### config.mk
export PLATFORM = sky130hd
export DESIGN_NAME = mem_access_unit
export DESIGN_NICKNAME = d
export VERILOG_FILES = /design/src/rtl/mem_access_unit.sv
export SDC_FILE = /design/constraint.sdc
export NUM_CORES = 1
export LEC_CHECK = 0
export ABC_AREA = 1
export BUFFER_PORTS_ARGS = -buffer_cell sky130_fd_sc_hd__buf_2
export CAP_MARGIN = 5
export CORE_AREA = 2 2 107 109
export DETAILED_ROUTE_END_ITERATION = 6
export DIE_AREA = 0 0 109 111
export GPL_ROUTABILITY_DRIVEN = 0
export PLACE_DENSITY = 0.84
export SLEW_MARGIN = 20
export SYNTH_ARGS = -nofsm -noshare
export SYNTH_HDL_FRONTEND = slang
export SYNTH_SLANG_ARGS = --single-unit
### constraint.sdc
create_clock -name clk -period 10.64 [get_ports clk]
set_input_delay 2.128 -clock clk [delete_from_list [all_inputs] [get_ports clk]]
set_output_delay 2.128 -clock clk [all_outputs]
set_load 0.01 [all_outputs]
### src/rtl/mem_access_unit.sv
// Load/store unit: accepts one RV-style load or store, drives a single word-wide
// memory access, and returns the lane-extracted, extended load result.
module mem_access_unit #(
    parameter int XLEN   = 32,
    parameter int NBYTES = XLEN / 8
) (
    input  logic              clk,
    input  logic              rst,
    input  logic              req_valid,
    output logic              req_ready,
    input  logic              req_write,
    input  logic [2:0]        funct3,
    input  logic [XLEN-1:0]   req_addr,
    input  logic [XLEN-1:0]   req_wdata,
    output logic              resp_valid,
    output logic [XLEN-1:0]   resp_rdata,
    output logic              resp_err,
    output logic              mem_read,
    output logic              mem_write,
    output logic [XLEN-1:0]   mem_address,
    output logic [XLEN-1:0]   mem_wdata,
    output logic [NBYTES-1:0] mem_byte_enable,
    input  logic [XLEN-1:0]   mem_rdata,
    input  logic              mem_resp,
    output logic [1:0]        dbg_state
);

    // Handshake: a request transfers on a rising edge where req_valid && req_ready;
    // resp_valid is a single-cycle strobe with no back-pressure.

    localparam int OFF_W = $clog2(NBYTES);

    typedef enum logic [1:0] {
        IDLE   = 2'd0,
        ACCESS = 2'd1,
        DONE   = 2'd2
    } state_t;

    state_t            state, state_next;
    logic              wr_q;
    logic [2:0]        f3_q;
    logic [XLEN-1:0]   addr_q;
    logic [XLEN-1:0]   wdata_q;
    logic [XLEN-1:0]   rdata_q;
    logic              err_q;

    logic              f3_legal;
    logic              misaligned;
    logic              req_err;
    logic [OFF_W-1:0]  offset;
    logic [OFF_W+2:0]  shamt;
    logic [NBYTES-1:0] be_base;
    logic [XLEN-1:0]   ld_shift;
    logic [XLEN-1:0]   ld_ext;

    // Legality of the offered request, evaluated on the live inputs at acceptance.
    always_comb begin
        f3_legal   = 1'b0;
        misaligned = 1'b0;
        if (req_write) begin
            case (funct3)
                3'b000, 3'b001, 3'b010: f3_legal = 1'b1;
                3'b011:                 f3_legal = (XLEN == 64);
                default:                f3_legal = 1'b0;
            endcase
        end else begin
            case (funct3)
                3'b000, 3'b001, 3'b010, 3'b100, 3'b101: f3_legal = 1'b1;
                3'b011, 3'b110:                         f3_legal = (XLEN == 64);
                default:                                f3_legal = 1'b0;
            endcase
        end
        case (funct3[1:0])
            2'b01:   misaligned = (req_addr[0] != 1'b0);
            2'b10:   misaligned = (req_addr[1:0] != 2'b00);
            2'b11:   misaligned = (req_addr[2:0] != 3'b000);
            default: misaligned = 1'b0;
        endcase
        req_err = !f3_legal || misaligned;
    end

    always_ff @(posedge clk or posedge rst) begin
        if (rst) begin
            state   <= IDLE;
            wr_q    <= 1'b0;
            f3_q    <= 3'b000;
            addr_q  <= '0;
            wdata_q <= '0;
            rdata_q <= '0;
            err_q   <= 1'b0;
        end else begin
            state <= state_next;
            if (state == IDLE && req_valid) begin
                wr_q    <= req_write;
                f3_q    <= funct3;
                addr_q  <= req_addr;
                wdata_q <= req_wdata;
                err_q   <= req_err;
            end
            if (state == ACCESS && mem_resp && !wr_q) begin
                rdata_q <= mem_rdata;
            end
        end
    end

    always_comb begin
        state_next = state;
        case (state)
            IDLE:    if (req_valid) state_next = req_err ? DONE : ACCESS;
            ACCESS:  if (mem_resp) state_next = DONE;
            DONE:    state_next = IDLE;
            default: state_next = IDLE;
        endcase
    end

    // Lane mask for the access size, before shifting to the byte offset.
    always_comb begin
        offset = addr_q[OFF_W-1:0];
        shamt  = {offset, 3'b000};
        case (f3_q[1:0])
            2'b00:   be_base = NBYTES'(1);
            2'b01:   be_base = NBYTES'(3);
            2'b10:   be_base = NBYTES'(15);
            default: be_base = NBYTES'(255);
        endcase
    end

    always_comb begin
        ld_shift = rdata_q >> shamt;
        case (f3_q)
            3'b000:  ld_ext = XLEN'($signed(ld_shift[7:0]));
            3'b001:  ld_ext = XLEN'($signed(ld_shift[15:0]));
            3'b010:  ld_ext = XLEN'($signed(ld_shift[31:0]));
            3'b100:  ld_ext = XLEN'(ld_shift[7:0]);
            3'b101:  ld_ext = XLEN'(ld_shift[15:0]);
            3'b110:  ld_ext = XLEN'(ld_shift[31:0]);
            default: ld_ext = ld_shift;
        endcase
    end

    always_comb begin
        req_ready       = (state == IDLE);
        mem_read        = (state == ACCESS) && !wr_q;
        mem_write       = (state == ACCESS) && wr_q;
        mem_address     = (state == ACCESS) ? {addr_q[XLEN-1:OFF_W], {OFF_W{1'b0}}} : '0;
        mem_wdata       = mem_write ? (wdata_q << shamt) : '0;
        mem_byte_enable = mem_write ? (be_base << offset) : '0;
        resp_valid      = (state == DONE);
        resp_err        = (state == DONE) && err_q;
        resp_rdata      = ((state == DONE) && !err_q && !wr_q) ? ld_ext : '0;
        dbg_state       = state;
    end

endmodule

==> results_dict.tcl <==
set metrics [dict create \
    status "complete, no violations" \
    ctsHoldBuffers 0 \
    cts_sinks 103 \
    grt_use_total_pct 26.02 \
    cts_resized 0 \
    syn_avg_cell_area_um2 7.165 \
    dieArea_um2 12100 \
    layout.nets 1075 \
    syn_to_final_growth_pct 20.94 \
    synth.top_cell.area_share_pct 44.74 \
    path_clk_slew_ps 70 \
    grt_setup_unrepaired "false" \
    drtPass1Iterations 4 \
    dpl.hpwl_um 11280 \
    grt_max_degree 119 \
    ctsLongestPathBuffers 2 \
    core_area_um2 11080 \
    die_w_um 109 \
    gr-total-overflow 0 \
    viasPerCell 5.067 \
    crit_type "register to output port" \
    setup_viol 0 \
    skew_ps 7.553 \
    totalWireLength_um 15500 \
    io_buffers 208 \
    cp-start-kind "register" \
    synth_top_cell_by_area "dfrtp_1" \
    ys_async_sr_fraction_pct 100.0 \
    hold_depth 2 \
    cts_htree_levels 3 \
    worstPathArrival_ps 2870 \
    clk_latency_ps 350 \
    grt_util_met1_pct 35.61 \
    met2_usage_pct 39.92 \
    cts_setup_buffers 0 \
    hp-class "register to register" \
    numCtsBuffers 9 \
    synth-seq-cells 103 \
    yosysSeqAreaShare_pct 44.74 \
    clockRootBuffer "clkbuf_16" \
    start_util_pct 52.00 \
    fmax_ghz 0.2001 \
    pin_count 211 \
    relSlewSlack_pct 37.73 \
    reg2regPathDepth 5 \
    fin_ws_ps 5643 \
    p_leak_nw 3.958 \
    tns_ps 0 \
    worst_setup_path_end_kind "output port" \
    yosys_warnings 0 \
    synth_edf_count 0 \
    synth.cell_area_um2 5761 \
    worst_slew_pin_slew_ps 934.0 \
    grt_pass1_vias 5116 \
    drt.antenna.violating_nets 0 \
    fin_crit_ps 4997 \
    grt_use_met3_pct 7.701 \
    antenna_cells 0 \
    antenna_found_initial 0 \
    synth_commonest_cells "nand2_1 (209), inv_1 (109), dfrtp_1 (103), o21ai_0 (96), nor2_1 (81)" \
    busiest_layer "met2" \
    peakVddDrop_uv 136.7 \
    yosysMostFrequentCell "nand2_1" \
    slew_violations 0 \
    vias 5670 \
    dp_slack_ps 6053 \
    synth_cells 804 \
    tritoncts "built" \
    drv_cap 0 \
    grt_first_pass_wirelength_um 24710 \
    drive_gt1_share_pct 25.51 \
    cp.required_ps 8510 \
    rows 39 \
    wire_per_inst_um 13.85 \
    drt_iter0_markers 399 \
    finalCritPeriodShare_pct 46.97 \
    ys_types 32 \
    drcViolationCount 0 \
    die_h_um 111 \
    ys_top_cells_by_area "dfrtp_1 (45%), nand2_1 (14%), o21ai_0 (8.3%), inv_1 (7.1%), a21oi_1 (5.9%)" \
    cp_max_fo 43 \
    synthFlopType "dfrtp_1" \
    powerDensity_nw_per_um2 208.9 \
    hold_viol_final 0 \
]
-- flip-flops by register name (all words and copies together), names as in the netlist --
name / flops
wdata_q: 32
addr_q: 32
dbg_state: 2
err_q: 1
rdata_q: 32
wr_q: 1
f3_q: 3
-- critical path, cell delays in order (launching register included) --
cell     delay (ps)
dfrtp_1         930
inv_2           540
nor2_1          580
nand2_1         100
a21oi_1         200
buf_2           170
-- power by group --
part / internal (mW) / switching (mW) / total [mW]
Sequential: 0.522 / 0.0952 / 0.617
Clock: 0.163 / 0.156 / 0.318
Combinational: 0.179 / 0.341 / 0.520
Total: 0.863 / 0.592 / 1.46
-- placed cells by master, fill, tap and decap left out, types with 2 or more instances in the layout --
cell type	synthesis	routed
buf_4	4	2
clkinv_4	0	2
o21ai_1	3	3
inv_2	6	6
nor2_2	2	2
inv_6	1	3
dfrtp_1	103	102
o21ai_0	96	96
nand3_2	2	3
nand2_1	209	209
a21oi_2	2	2
nor2_1	81	81
buf_2	23	208
o211ai_1	15	15
nor2_4	2	2
nand3_1	31	30
clkbuf_16	0	9
nand3_4	2	2
inv_4	1	2
inv_1	109	108
o21a_1	8	8
conb_1	1	2
a21oi_1	68	68
-- through the flow --
step           power [mW]  cell area (um2)  std cells  hold WS [ps]  utilization, %
3_5_place_dp        1.137             6681       1103         472.4           60.32
3_3_place_gp        1.121             6681       1103         465.2           60.32
5_1_grt             1.570             6967       1119         520.5           62.89
6_report            1.455             6967       1119         491.2           62.89
4_1_cts             1.458             6962       1119         491.2           62.85
2_1_floorplan       1.002             5764        805         440.7               -
-- area by class of cell --
class / count / area (um2)
well taps: 143 / 178.9
flip-flops and latches: 103 / 2579
fillers: 1016 / 4110
repair buffers: 210 / 1056
multi-input cells: 530 / 2424
clock inverters: 6 / 51.30
clock buffers: 10 / 229.0
inverters: 117 / 449.2
-- final timing paths --
kind,start,slack (ps),endpoint
worst max-delay path,addr_q[1]$_DFFE_PP0P_,5640,mem_wdata[23]
worst min-delay path,wdata_q[28]$_DFFE_PP0P_,490,wdata_q[28]$_DFFE_PP0P_
worst max register to register,dbg_state[0]$_DFFE_PP0P_,8450,f3_q[1]$_DFFE_PP0P_
worst min register to register,wdata_q[28]$_DFFE_PP0P_,490,wdata_q[28]$_DFFE_PP0P_
max in group asynchronous,rst,7640,addr_q[0]$_DFFE_PP0P_
min in group asynchronous,rst,1770,addr_q[11]$_DFFE_PP0P_
-- metal layers --
metal / wire length [um] / up-vias / share of wire, %
met3: 1237 / 31 / 8.0
met5: 0 / - / 0
li1: - / 2844 / -
met1: 6769 / 2565 / 44
met2: 7146 / 230 / 46
met4: 345 / 0 / 2.2
-- kinds of logic after synthesis --
logic type,synth area share [%]
other,0.06510
buffers and inverters,13.34
AND/OR/NAND/NOR,23.76
AO/OA/AOI/OAI,18.09
flip-flops,44.74
Note: power is estimated with default switching activity, not from simulation.
